### src/rtl/data_memory_pipe.sv
// data_memory_pipe: synchronous data RAM behind a valid/ready port, with a READ_LAT-deep
// read pipeline and a clear engine. Define DATA_MEM_PARITY_EN for per-word even parity.
module data_memory_pipe #(
  parameter int DATA_W   = 8,
  parameter int ADDR_W   = 8,
  parameter int DEPTH    = 256,
  parameter int READ_LAT = 1
) (
  input  logic              sysclk,
  input  logic              rst_n,
  input  logic              req_valid,
  output logic              req_ready,
  input  logic              req_write,
  input  logic [ADDR_W-1:0] req_addr,
  input  logic [DATA_W-1:0] req_wdata,
  input  logic              clear_req,
  output logic              rsp_valid,
  output logic [DATA_W-1:0] rsp_rdata,
  output logic              rsp_err,
`ifdef DATA_MEM_PARITY_EN
  input  logic              par_inject,
  output logic              rsp_perr,
`endif
  output logic              busy
);

  localparam int STAGES = READ_LAT - 1;
  localparam int IDX_W  = (DEPTH > 1) ? $clog2(DEPTH) : 1;

  typedef enum logic [1:0] {ST_CLEAR, ST_RUN, ST_DRAIN} state_t;

  state_t                      state, state_nxt;
  logic [ADDR_W-1:0]           clr_ptr;
  logic                        clr_en, clr_last;
  logic                        wr_acc, rd_acc, in_range, in_flight;
  logic [IDX_W-1:0]            req_idx;
  logic [DATA_W-1:0]           mem [DEPTH];
  logic [STAGES:0]             vld_pipe;
  logic [STAGES:0]             err_pipe;
  logic [STAGES:0][DATA_W-1:0] dat_pipe;
`ifdef DATA_MEM_PARITY_EN
  logic                        par_mem [DEPTH];
  logic [STAGES:0]             perr_pipe;
`endif

  assign in_range  = 32'(req_addr) < 32'(DEPTH);
  assign req_idx   = req_addr[IDX_W-1:0];
  assign wr_acc    = req_valid && req_ready && req_write;
  assign rd_acc    = req_valid && req_ready && !req_write;
  assign in_flight = |vld_pipe;
  assign clr_last  = (clr_ptr == ADDR_W'(DEPTH - 1));

  always_ff @(posedge sysclk or negedge rst_n) begin
    if (!rst_n) begin
      state   <= ST_CLEAR;
      clr_ptr <= '0;
    end else begin
      state   <= state_nxt;
      clr_ptr <= (clr_en && !clr_last) ? clr_ptr + 1'b1 : '0;
    end
  end

  // req_ready drops in the same cycle as clear_req so nothing slips in on the switching edge
  always_comb begin
    state_nxt = state;
    req_ready = 1'b0;
    busy      = 1'b1;
    clr_en    = 1'b0;
    case (state)
      ST_CLEAR: begin
        clr_en = 1'b1;
        if (clr_last) state_nxt = ST_RUN;
      end
      ST_RUN: begin
        busy      = 1'b0;
        req_ready = !clear_req;
        if (clear_req) state_nxt = in_flight ? ST_DRAIN : ST_CLEAR;
      end
      ST_DRAIN: if (!in_flight) state_nxt = ST_CLEAR;
      default:  state_nxt = ST_CLEAR;
    endcase
  end

  // Storage is never reset; the clear engine is what zeroes it
  always_ff @(posedge sysclk) begin
    if (clr_en) begin
      mem[clr_ptr[IDX_W-1:0]] <= '0;
`ifdef DATA_MEM_PARITY_EN
      par_mem[clr_ptr[IDX_W-1:0]] <= 1'b0;
`endif
    end else if (wr_acc && in_range) begin
      mem[req_idx] <= req_wdata;
`ifdef DATA_MEM_PARITY_EN
      par_mem[req_idx] <= (^req_wdata) ^ par_inject;
`endif
    end
  end

  // Stage 0 samples the array at the accepting edge; empty slots carry zero data
  always_ff @(posedge sysclk or negedge rst_n) begin
    if (!rst_n) begin
      vld_pipe  <= '0;
      err_pipe  <= '0;
      dat_pipe  <= '0;
`ifdef DATA_MEM_PARITY_EN
      perr_pipe <= '0;
`endif
    end else begin
      vld_pipe[0]  <= rd_acc;
      err_pipe[0]  <= rd_acc && !in_range;
      dat_pipe[0]  <= (rd_acc && in_range) ? mem[req_idx] : '0;
`ifdef DATA_MEM_PARITY_EN
      perr_pipe[0] <= rd_acc && in_range && (par_mem[req_idx] != ^mem[req_idx]);
`endif
      for (int i = 1; i <= STAGES; i++) begin
        vld_pipe[i]  <= vld_pipe[i-1];
        err_pipe[i]  <= err_pipe[i-1];
        dat_pipe[i]  <= dat_pipe[i-1];
`ifdef DATA_MEM_PARITY_EN
        perr_pipe[i] <= perr_pipe[i-1];
`endif
      end
    end
  end

  assign rsp_valid = vld_pipe[STAGES];
  assign rsp_err   = err_pipe[STAGES];
  assign rsp_rdata = dat_pipe[STAGES];
`ifdef DATA_MEM_PARITY_EN
  assign rsp_perr  = perr_pipe[STAGES];
`endif

endmodule

### config.mk
export PLATFORM = sky130hd
export DESIGN_NAME = data_memory_pipe
export DESIGN_NICKNAME = d
export VERILOG_FILES = /design/src/rtl/data_memory_pipe.sv
export SDC_FILE = /design/constraint.sdc
export NUM_CORES = 2
export LEC_CHECK = 0
export ABC_AREA = 1
export CORE_ASPECT_RATIO = 1.75
export CORE_MARGIN = 4
export CORE_UTILIZATION = 36
export DETAILED_ROUTE_END_ITERATION = 10
export PLACE_DENSITY = 0.61
export SYNTH_ARGS = -nofsm -noshare
export SYNTH_HDL_FRONTEND = slang
export SYNTH_SLANG_ARGS = --single-unit
### constraint.sdc
create_clock -name sysclk -period 16 [get_ports sysclk]
set_clock_uncertainty 0.1 [all_clocks]
set_input_delay 3.2 -clock sysclk [delete_from_list [all_inputs] [get_ports sysclk]]
set_output_delay 3.2 -clock sysclk [all_outputs]
set_load 0.05 [all_outputs]
==> impl_metrics.py <==
metrics = {
    "status": {
        "run_status": "finished with violations",
        "failed_checks": "capacitance limit, slew limit",
    },
    "route": {
        "via_count": 54620,
        "route.final.wire_length_um": 240500,
        "antenna_violating_nets_post_route": 0,
        "route.detailed.wl_per_inst_um": 23.75,
        "drt_pre_antenna_iters": 6,
        "drcViolationCount": 0,
        "post_drt_via_cell_ratio": 5.392,
        "initialDrtViolationCount": 5539,
    },
    "sta": {
        "setup_violations": 0,
        "setup_tns_ps": 0,
        "post-route-period-util": 0.4981,
        "max_slew.worst_pin.slew_ps": 1524,
        "maxClockFrequency_ghz": 0.1255,
        "final_critical_path_setup_slack_ps": 8030,
        "grt_setup_unrepaired": "no",
        "timing.final.max_slew_violations": 19,
        "fin_crit_ps": 7970,
        "slew_headroom": -0.01997,
        "timing_hold_violations_final": 0,
    },
    "floorplan": {
        "start_util": 0.3616,
        "die-height_um": 646.4,
        "die-area_um2": 241000,
        "pin_count": 33,
        "std_cell_rows": 234,
        "fp.dieW_um": 372.8,
        "coreArea_um2": 231900,
    },
    "grt": {
        "grt_pass1_vias": 53390,
        "antenna_found_initial": 6,
        "grt-ovfl-total": 0,
        "grt_pass1_wl_um": 355100,
        "track_usage": 0.1935,
        "grt_max_degree": 213,
    },
    "power_and_ir_drop": {
        "ir_drop_v": 0.00007589,
        "power_density_relative_to_cell_area_nw_per_um2": 114.8,
        "p_leak_nw": 32.93,
        "total_power_mw": 10.60,
    },
    "cts": {
        "cts_hold_repair.buffers": 0,
        "clk_transition_reported_paths_ps": 70,
        "cts-root-to-sink-buffers": 4,
        "clock_tree.root_cell": "sky130_fd_sc_hd__clkbuf_16",
        "post_cts_resize_count": 0,
        "cts_buffers": 179,
        "clkLatencyLatePin_ps": 820,
        "post_cts_buffers": 0,
        "clock_sink_count": 2067,
        "cts_tree": "done",
        "cts-htree-levels": 4,
    },
    "critical_path": {
        "worstPathRequired_ps": 12700,
        "crit_type": "input pin to output pin",
        "worstPathMaxFanout": 3,
        "r2r_start": "state[1]$_DFFE_PN0P_",
        "capturing_point_of_the_worst_reg2reg_path": "mem[25][2]$_DFFE_PP_",
        "worstRegToRegCells": 13,
        "critical_path.endpoint_type": "output pin",
        "reg2reg_setup_slack_ps": 10930,
        "arrival_ps": 4670,
        "worst_setup_path_start_kind": "input pin",
    },
    "placement": {
        "pre_cts_ws_ps": 7776,
        "placement.io_buffers": 31,
        "gpl.final_weighted_congestion": 0.8860,
        "placedCellCount": 9812,
        "place.detailed.hpwl_um": 137800,
    },
    "worst_hold_path": {
        "whs_path_depth": 1,
        "worst_min_path_class": "flip-flop to flip-flop",
        "startpoint_of_the_most_critical_hold_path": "clr_ptr[0]$_DFF_PN0_",
        "worst_hold_path_endpoint": "clr_ptr[0]$_DFF_PN0_",
    },
    "synthesis": {
        "yosysWarningCount": 0,
        "synth.lib_cells_used.distinct": 28,
        "synth.top_cells.by_area": "sky130_fd_sc_hd__edfxtp_1 (73%), sky130_fd_sc_hd__nand3_1 (12%), sky130_fd_sc_hd__nand2_1 (9.3%)",
        "synth.largest_area_cell": "sky130_fd_sc_hd__edfxtp_1",
        "synth.avg_cell_area_um2": 11.78,
        "syn-instance-count": 7117,
        "yosys.area.top_type_share": 0.7334,
        "synth_fp_nets": 7139,
        "mappedNetlistArea_um2": 83850,
        "synth_seq_area_share": 0.7391,
        "postSynthRegisterBits": 2067,
    },
    "final_layout": {
        "drive_above_1_share": 0.05441,
        "area.growth.synth_to_final_pct": 10.15,
        "stdcell_count": 10129,
        "finish.net_count": 6947,
    },
    "job": {
        "drv_cap": 2,
    },
}
report_power, final:
group / switching [mW] / internal [mW] / leakage, nW / total [mW]
sequential: 0 / 5.85 / 21.8 / 5.85
combinational: 0.364 / 0.117 / 8.41 / 0.480
clock: 1.94 / 2.32 / 2.73 / 4.27
total: 2.31 / 8.29 / 32.9 / 10.6
worst max-delay path: stages:
cell and delay, ps:
sky130_fd_sc_hd__clkdlybuf4s50_1 470, sky130_fd_sc_hd__nor2_4 170, sky130_fd_sc_hd__clkdlybuf4s50_1 820
worst max-delay path by stage:
stage	end	from	slack (ps)	cells after the start
after floorplan	mem[0][0]$_DFFE_PP_	clear_req	4740	4
after global placement	mem[25][7]$_DFFE_PP_	clear_req	7820	12
after detailed placement	rsp_rdata[2]$_DFF_PN0_	req_addr[0]	7780	15
after CTS	req_ready	clear_req	8020	3
after global routing	req_ready	clear_req	7980	3
final	req_ready	clear_req	8030	3
state kept, by name, summed over array words and instances, names as in the netlist:
signal,count
state,2
rsp_valid,1
rsp_rdata,8
mem,2048
clr_ptr,8
layer usage:
metal,GRT usage,wire length (µm),vias up
met1,0.2261,87330,27061
met2,0.3315,119400,2190
met4,0.1320,18620,6
met3,0.02644,15100,626
met5,0,48,-
li1,-,-,24737
kinds of logic after synthesis:
| group | after synthesis | synth area share |
|---|---|---|
| AO/OA/AOI/OAI | 81 | 0.005446 |
| XOR/XNOR | 1 | 0.0001045 |
| adder cells (fa/ha/maj) | 1 | 0.0001492 |
| buffers and inverters | 546 | 0.02746 |
| flip-flops | 2067 | 0.7391 |
| other | 1 | 0.00004472 |
| AND/OR/NAND/NOR | 4420 | 0.2277 |
cell type report:
class                   instances  area [µm²]
fillers                     21926      139500
well taps                    3068        3839
repair buffers                113        1079
multi-input cells            4504       19640
flip-flops and latches       2067       61970
clock inverters                98       833.3
diodes                          3       7.507
inverters                      60       250.2
clock buffers                 216        4743
cell usage after synthesis:
cell type,instances
sky130_fd_sc_hd__nand3_2,1
sky130_fd_sc_hd__ha_1,1
sky130_fd_sc_hd__buf_2,178
sky130_fd_sc_hd__nand3_4,1
sky130_fd_sc_hd__a21oi_1,21
sky130_fd_sc_hd__nor2_1,381
sky130_fd_sc_hd__buf_6,2
sky130_fd_sc_hd__o21ai_0,38
sky130_fd_sc_hd__and3_1,2
sky130_fd_sc_hd__inv_2,5
sky130_fd_sc_hd__o21ai_1,1
sky130_fd_sc_hd__dfrtp_1,19
sky130_fd_sc_hd__edfxtp_1,2048
sky130_fd_sc_hd__nand2_1,2086
sky130_fd_sc_hd__nand2_2,11
sky130_fd_sc_hd__xor2_1,1
sky130_fd_sc_hd__nor2_4,3
sky130_fd_sc_hd__nor2_2,5
sky130_fd_sc_hd__clkbuf_1,217
sky130_fd_sc_hd__buf_1,85
sky130_fd_sc_hd__o21ai_4,2
sky130_fd_sc_hd__conb_1,1
sky130_fd_sc_hd__nand3_1,1928
sky130_fd_sc_hd__inv_1,55
sky130_fd_sc_hd__o22ai_1,17
sky130_fd_sc_hd__buf_4,4
sky130_fd_sc_hd__nor3_1,2
sky130_fd_sc_hd__o21ai_2,2
stage by stage:
step,hold WS [ps],utilization,cell area [µm²]
after floorplan,331.4,-,83850
after global placement,351.1,0.3742,86780
after detailed placement,365.7,0.3742,86780
after CTS,374.9,0.3983,92360
after global routing,398.2,0.3983,92360
final,372.6,0.3983,92360
cell usage in the layout, fill, tap and decap left out, types with 2 or more instances in the layout:
master / n
sky130_fd_sc_hd__nand2_1: 2085
sky130_fd_sc_hd__edfxtp_1: 2048
sky130_fd_sc_hd__nand3_1: 1928
sky130_fd_sc_hd__nor2_1: 373
sky130_fd_sc_hd__clkbuf_16: 183
sky130_fd_sc_hd__buf_4: 71
sky130_fd_sc_hd__inv_1: 52
sky130_fd_sc_hd__o21ai_0: 38
sky130_fd_sc_hd__clkinv_2: 36
sky130_fd_sc_hd__clkinv_1: 31
sky130_fd_sc_hd__clkbuf_1: 29
sky130_fd_sc_hd__clkdlybuf4s50_1: 25
sky130_fd_sc_hd__a21oi_1: 21
sky130_fd_sc_hd__dfrtp_1: 19
sky130_fd_sc_hd__o22ai_1: 17
sky130_fd_sc_hd__bufinv_16: 13
sky130_fd_sc_hd__nand2_2: 12
sky130_fd_sc_hd__buf_12: 12
sky130_fd_sc_hd__nor2_4: 11
sky130_fd_sc_hd__clkinvlp_4: 9
sky130_fd_sc_hd__nor2_2: 5
sky130_fd_sc_hd__inv_6: 5
sky130_fd_sc_hd__inv_2: 4
sky130_fd_sc_hd__clkinv_4: 4
sky130_fd_sc_hd__clkbuf_8: 4
sky130_fd_sc_hd__diode_2: 3
sky130_fd_sc_hd__inv_8: 3
sky130_fd_sc_hd__buf_8: 3
sky130_fd_sc_hd__nor3_1: 2
sky130_fd_sc_hd__and3_1: 2
sky130_fd_sc_hd__o21ai_4: 2
sky130_fd_sc_hd__o21ai_2: 2
sky130_fd_sc_hd__buf_2: 2
(Power assumes the default switching activity.)
